<file path="config.mk">
export PLATFORM = sky130hd
export DESIGN_NAME = score_ssd_driver
export DESIGN_NICKNAME = d
export VERILOG_FILES = /design/src/rtl/score_ssd_driver.sv
export SDC_FILE = /design/constraint.sdc
export NUM_CORES = 1
export LEC_CHECK = 0
export BUFFER_PORTS_ARGS = -buffer_cell sky130_fd_sc_hd__buf_2
export CAP_MARGIN = 20
export CORE_MARGIN = 2
export CORE_UTILIZATION = 65
export DETAILED_ROUTE_END_ITERATION = 12
export GPL_TIMING_DRIVEN = 1
export PLACE_DENSITY = 0.88
export RECOVER_POWER = 100
export SLEW_MARGIN = 0
export SYNTH_ARGS = -nofsm -noshare
export SYNTH_HDL_FRONTEND = slang
export SYNTH_SLANG_ARGS = --single-unit
export TNS_END_PERCENT = 30
</file>
<file path="constraint.sdc">
create_clock -name Clk -period 5.3 [get_ports Clk]
set_clock_uncertainty 0.2 [all_clocks]
set_input_delay 1.06 -clock Clk [delete_from_list [all_inputs] [get_ports Clk]]
set_output_delay 1.06 -clock Clk [all_outputs]
set_load 0.03 [all_outputs]
</file>
<file path="src/rtl/score_ssd_driver.sv">
// score_ssd_driver
//   Converts the 16-bit binary game score to four BCD digits with a
//   sequential double-dabble converter. It then scans those digits across
//   four active-low anodes of a 7-segment display.
//
//   Ports:
//     Clk     in   system clock
//     Reset   in   synchronous, active-high reset
//     Score   in   [15:0] unsigned score; values above 9999 display as 9999
//     ssdOut  out  [6:0] segments {Ca..Cg}, active low, registered
//     anode   out  [3:0] {An3..An0}, active low, one-hot-low, registered
//     Busy    out  high while a conversion is in progress
//
//   Converter: IDLE -> LOAD -> SHIFT x16 -> COMMIT -> IDLE.
//   The displayed digits only change in COMMIT, so a partial result never
//   reaches the display.
module score_ssd_driver #(
  parameter int REFRESH_DIV   = 100000,
  parameter bit BLANK_LEADING = 1'b1
) (
  input  logic        Clk,
  input  logic        Reset,
  input  logic [15:0] Score,
  output logic [6:0]  ssdOut,
  output logic [3:0]  anode,
  output logic        Busy
);

  localparam int CW = (REFRESH_DIV > 1) ? $clog2(REFRESH_DIV) : 1;
  localparam logic [CW-1:0] REF_LAST = CW'(REFRESH_DIV - 1);

  typedef enum logic [1:0] {IDLE, LOAD, SHIFT, COMMIT} state_t;

  state_t        state_q, state_d;
  logic [15:0]   last_q, last_d;   // raw Score of the most recent conversion
  logic [15:0]   bin_q, bin_d;     // binary half of the double-dabble register
  logic [15:0]   bcd_q, bcd_d;     // BCD accumulator
  logic [4:0]    cnt_q, cnt_d;
  logic [15:0]   dig_q, dig_d;     // committed digits {D3,D2,D1,D0}
  logic          busy_q, busy_d;
  logic [15:0]   adj;

  logic [CW-1:0] ref_q, ref_d;
  logic [1:0]    sel_q, sel_d;
  logic [3:0]    anode_q, anode_d;
  logic [6:0]    seg_q, seg_d;
  logic [3:0]    cur_dig;
  logic [15:0]   upper;
  logic          blank;

  // Converter next-state logic
  always_comb begin
    state_d = state_q;
    last_d  = last_q;
    bin_d   = bin_q;
    bcd_d   = bcd_q;
    cnt_d   = cnt_q;
    dig_d   = dig_q;
    busy_d  = busy_q;
    adj     = bcd_q;
    case (state_q)
      IDLE: begin
        if (Score != last_q) state_d = LOAD;
      end
      LOAD: begin
        bin_d   = (Score > 16'd9999) ? 16'd9999 : Score;
        last_d  = Score;
        bcd_d   = 16'd0;
        cnt_d   = 5'd0;
        busy_d  = 1'b1;
        state_d = SHIFT;
      end
      SHIFT: begin
        for (int i = 0; i < 4; i++) begin
          if (adj[4*i +: 4] >= 4'd5) adj[4*i +: 4] = adj[4*i +: 4] + 4'd3;
        end
        {bcd_d, bin_d} = {adj, bin_q} << 1;
        cnt_d = cnt_q + 5'd1;
        if (cnt_q == 5'd15) state_d = COMMIT;
      end
      COMMIT: begin
        dig_d   = bcd_q;
        busy_d  = 1'b0;
        state_d = IDLE;
      end
      default: state_d = IDLE;
    endcase
  end

  // Scanner next-state and segment decode
  always_comb begin
    ref_d = ref_q + CW'(1);
    sel_d = sel_q;
    if (ref_q == REF_LAST) begin
      ref_d = '0;
      sel_d = sel_q + 2'd1;
    end
    anode_d = ~(4'b0001 << sel_q);
    cur_dig = dig_q[{sel_q, 2'b00} +: 4];
    // A slot is blank when it and every more significant digit are zero.
    upper   = dig_q >> {sel_q, 2'b00};
    blank   = BLANK_LEADING && (sel_q != 2'd0) && (upper == 16'd0);
    case (cur_dig)
      4'd0:    seg_d = 7'b0000001;
      4'd1:    seg_d = 7'b1001111;
      4'd2:    seg_d = 7'b0010010;
      4'd3:    seg_d = 7'b0000110;
      4'd4:    seg_d = 7'b1001100;
      4'd5:    seg_d = 7'b0100100;
      4'd6:    seg_d = 7'b0100000;
      4'd7:    seg_d = 7'b0001111;
      4'd8:    seg_d = 7'b0000000;
      4'd9:    seg_d = 7'b0000100;
      default: seg_d = 7'b1111111;
    endcase
    if (blank) seg_d = 7'b1111111;
  end

  always_ff @(posedge Clk) begin
    if (Reset) begin
      state_q <= IDLE;
      last_q  <= 16'd0;
      bin_q   <= 16'd0;
      bcd_q   <= 16'd0;
      cnt_q   <= 5'd0;
      dig_q   <= 16'd0;
      busy_q  <= 1'b0;
      ref_q   <= '0;
      sel_q   <= 2'd0;
      anode_q <= 4'b1110;
      seg_q   <= 7'b0000001;
    end else begin
      state_q <= state_d;
      last_q  <= last_d;
      bin_q   <= bin_d;
      bcd_q   <= bcd_d;
      cnt_q   <= cnt_d;
      dig_q   <= dig_d;
      busy_q  <= busy_d;
      ref_q   <= ref_d;
      sel_q   <= sel_d;
      anode_q <= anode_d;
      seg_q   <= seg_d;
    end
  end

  assign ssdOut = seg_q;
  assign anode  = anode_q;
  assign Busy   = busy_q;

endmodule

</file>
==> impl_metrics.csv <==
group,metric,value,unit
run_status,status,"complete, but fails checks",
run_status,violations,"max-capacitance violations, max-slew violations",
timing,setup-violations-final,0,
setup_path,endpoint_kind,"flop",
route,finalWirelength,9.990,mm
power,power,0.002083,W
finish,area_growth,7.581,%
clock_tree,postCtsHoldBufs,0,
route,via_per_inst,5.848,
setup_path,cp_slowest_cell,"clkbuf_1",
synth,yosysTopAreaCellShare,42.81,%
floorplanning,pin_count,30,
clock_tree,clk_pin_slew,0.10,ns
clock_tree,cts.sinks,102,
route,wl_per_cell,15.54,um
power,vdd_drop_max,0.0002342,V
timing,hold_viol_final,0,
grt,grt_overflow,0,
setup_path,r2r_setup_slack,2.17,ns
setup_path,regToRegStartpoint,"sel_q[0]",
clock_tree,clock_latency,0.36,ns
setup_path,path_cells,"clkbuf_1 > buf_4 > nor3_1 > mux2i_1 > nand3_1",
hold_path,holdPathStages,1,
finish,multi_input_area,2541,sq um
timing,layout_min_cycle_time,3.699,ns
floorplanning,dieArea,8039,sq um
clock_tree,cts_setup_buffers,0,
timing,fmax,270.4,MHz
finish,stdcell_count,643,
route,drt_iter0_drc,254,
synth,synth.area.top_cells,"dfxtp_1 43%, mux2i_1 8.4%, nor2_1 7.1%, ha_1 6.6%, xnor2_1 4.8%",
synth,synth_top_family_by_area,"simple AND/OR/NAND/NOR gates",
clock_tree,cts-buffers-inserted,9,
clock_tree,cts_resized,0,
finish,nets,582,
floorplanning,die_y,89.66,um
placement,dp.cells,627,
synth,synth_adder_area_share,6.558,%
route,antenna_left,0,
synth,synth.ff_latch_count,102,
clock_tree,cts_tree,"done",
synth,syn_area,4770,sq um
synth,synth-simple-area-share,17.42,%
synth,syn_avg_cell_area,9.137,sq um
floorplanning,die_w,89.66,um
synth,synth_compound_area_share,11.18,%
grt,grt_pass1_vias,3514,
floorplanning,rows,31,
power,power_density,405.9,nW/um^2
timing,relSlewSlack,-61.43,%
placement,hpwlAfterDp,6.724,mm
synth,synth_top_flop_cell,"dfxtp_1",
grt,grt_start_max_net_pins,56,
synth,synth_xor_area_share,7.162,%
grt,antenna_found_initial,0,
timing,tns,0,ns
setup_path,slowest_delay,1.69,ns
grt,grt_util_all_layers,25.67,%
synth,synth_fp_nets,565,
synth,ys_seq_area_share,42.81,%
hold_path,worstHoldStart,"ref_q[0]",
hold_path,hold_class,"reg2reg",
synth,synth_mux_area_share,11.07,%
route,dr.pass1.iters,5,
timing,period_share,69.78,%
floorplanning,initial_core_util,66.47,%
grt,grt_first_pass_wirelength,16.19,mm
finish,fillers,508,
finish,antenna_cells,0,
finish,seq_area,2042,sq um
timing,rsz0062_at_grt,"no",
synth,synthCells,522,
setup_path,path_class,"in2reg",
floorplanning,design.core.area,7176,sq um
clock_tree,h-tree-depth,3,
synth,synth_edf_count,0,
setup_path,r2r-end,"ssdOut[2]",
synth,ys_types,47,
setup_path,critPathLaunchType,"input port",
setup_path,critPathArrivalTime,3.74,ns
route,drc,0,
placement,gp_congestion,0.9027,
synth,yosys.area.top_type,"dfxtp_1",
synth,synth-warning-count,0,
setup_path,rr_worst_depth,7,
timing,slew_violations,56,
setup_path,path_max_fanout,55,
timing,worst-slew-pin-transition,2.421,ns
route,routed-via-count,3760,
clock_tree,root_buffer,"clkbuf_8",
finish,drive_gt1_share,8.824,%
power,p_leak,1.860,nW
clock_tree,ctsLongestPathBuffers,2,
placement,portBuffers,29,
run,cap_violations,1,
hold_path,whs_endpoint,"ref_q[0]",
setup_path,worst-endpoint-required,5.35,ns
synth,synthArstFlopShare,0,%
finish,final_core_util,71.51,%
==> logic make-up after synthesis <==
kind of cell / after synthesis
mux: 48
flops: 102
compound gates: 80
fa+ha+maj: 25
simple gates: 183
xor+xnor: 39
buf+inv: 45
==> cell type report <==
cell class	count	area share, %
well taps	99	2.414
flip-flops and latches	102	39.80
clock buffers	10	2.682
multi-input cells	375	49.52
repair buffers	31	2.804
clock inverters	6	1.317
inverters	20	1.463
==> where the power goes <==
group	switching [W]	internal, W
Clock	0.000269	0.000234
Sequential	0.0000548	0.000853
Combinational	0.000424	0.000248
==> Yosys cell counts (9+ instances only) <==
cell type	number
a22oi_1	11
nand2_1	32
xnor2_1	26
xor2_1	13
nor3_1	13
mux2i_1	40
nand4_1	9
ha_1	25
inv_1	18
nand3_1	12
nor2_1	90
clkbuf_1	18
dfxtp_1	102
o21ai_0	10
a21oi_1	27
==> registers in the layout, summed over array words and instances (netlist names) <==
signal   count
cnt_q        5
anode        4
bcd_q       16
bin_q       16
ref_q       17
state_q      2
sel_q        2
dig_q       16
last_q      16
Busy         1
ssdOut       7
==> routing by layer <==
layer	up-vias	GRT usage, %	routed length (um)
met5	-	0	0
met4	0	10.58	166
met3	21	3.656	507
met2	131	42.25	4944
met1	1772	33.89	4370
li1	1836	-	-
==> how the worst max path moves through the flow <==
stage	from	end	slack, ns	cells after the start
6_report	Reset	state_q[1]	1.60	5
2_1_floorplan	sel_q[0]	ssdOut[2]	2.66	8
3_5_place_dp	sel_q[0]	ssdOut[2]	2.32	7
3_3_place_gp	Reset	state_q[0]	2.41	5
4_1_cts	sel_q[0]	ssdOut[2]	2.30	7
5_1_grt	Reset	state_q[0]	1.30	6
==> through the flow <==
step           worst slack [ns]  cell area [sq um]  hold slack [ns]
2_1_floorplan             2.659               4770           0.2132
3_3_place_gp              2.410               4947           0.2249
3_5_place_dp              2.319               4947           0.2389
4_1_cts                   2.304               5152           0.2525
5_1_grt                   1.301               5131           0.2689
6_report                  1.601               5131           0.2546
==> placed cells by master, fill, tap and decap left out, types with 7 or more instances in the layout <==
cell type | Yosys | routed
xor2_1 | 13 | 13
xnor2_1 | 26 | 26
nor3_1 | 13 | 13
a21oi_1 | 27 | 27
clkbuf_1 | 18 | 13
nand2_1 | 32 | 32
mux2i_1 | 40 | 40
o21ai_0 | 10 | 10
inv_1 | 18 | 18
ha_1 | 25 | 25
nand4_1 | 9 | 9
a211oi_1 | 6 | 7
nor2_1 | 90 | 90
nand3_1 | 12 | 12
buf_2 | 4 | 16
a22oi_1 | 11 | 11
dfxtp_1 | 102 | 102
clkbuf_8 | 0 | 10
==> critical path: cells and delay by family <==
family | cells | cell delay (ns)
buffers and inverters | 2 | 2.26
muxes | 1 | 0.19
and+or+nand+nor | 2 | 0.21
(Power assumes the default switching activity.)
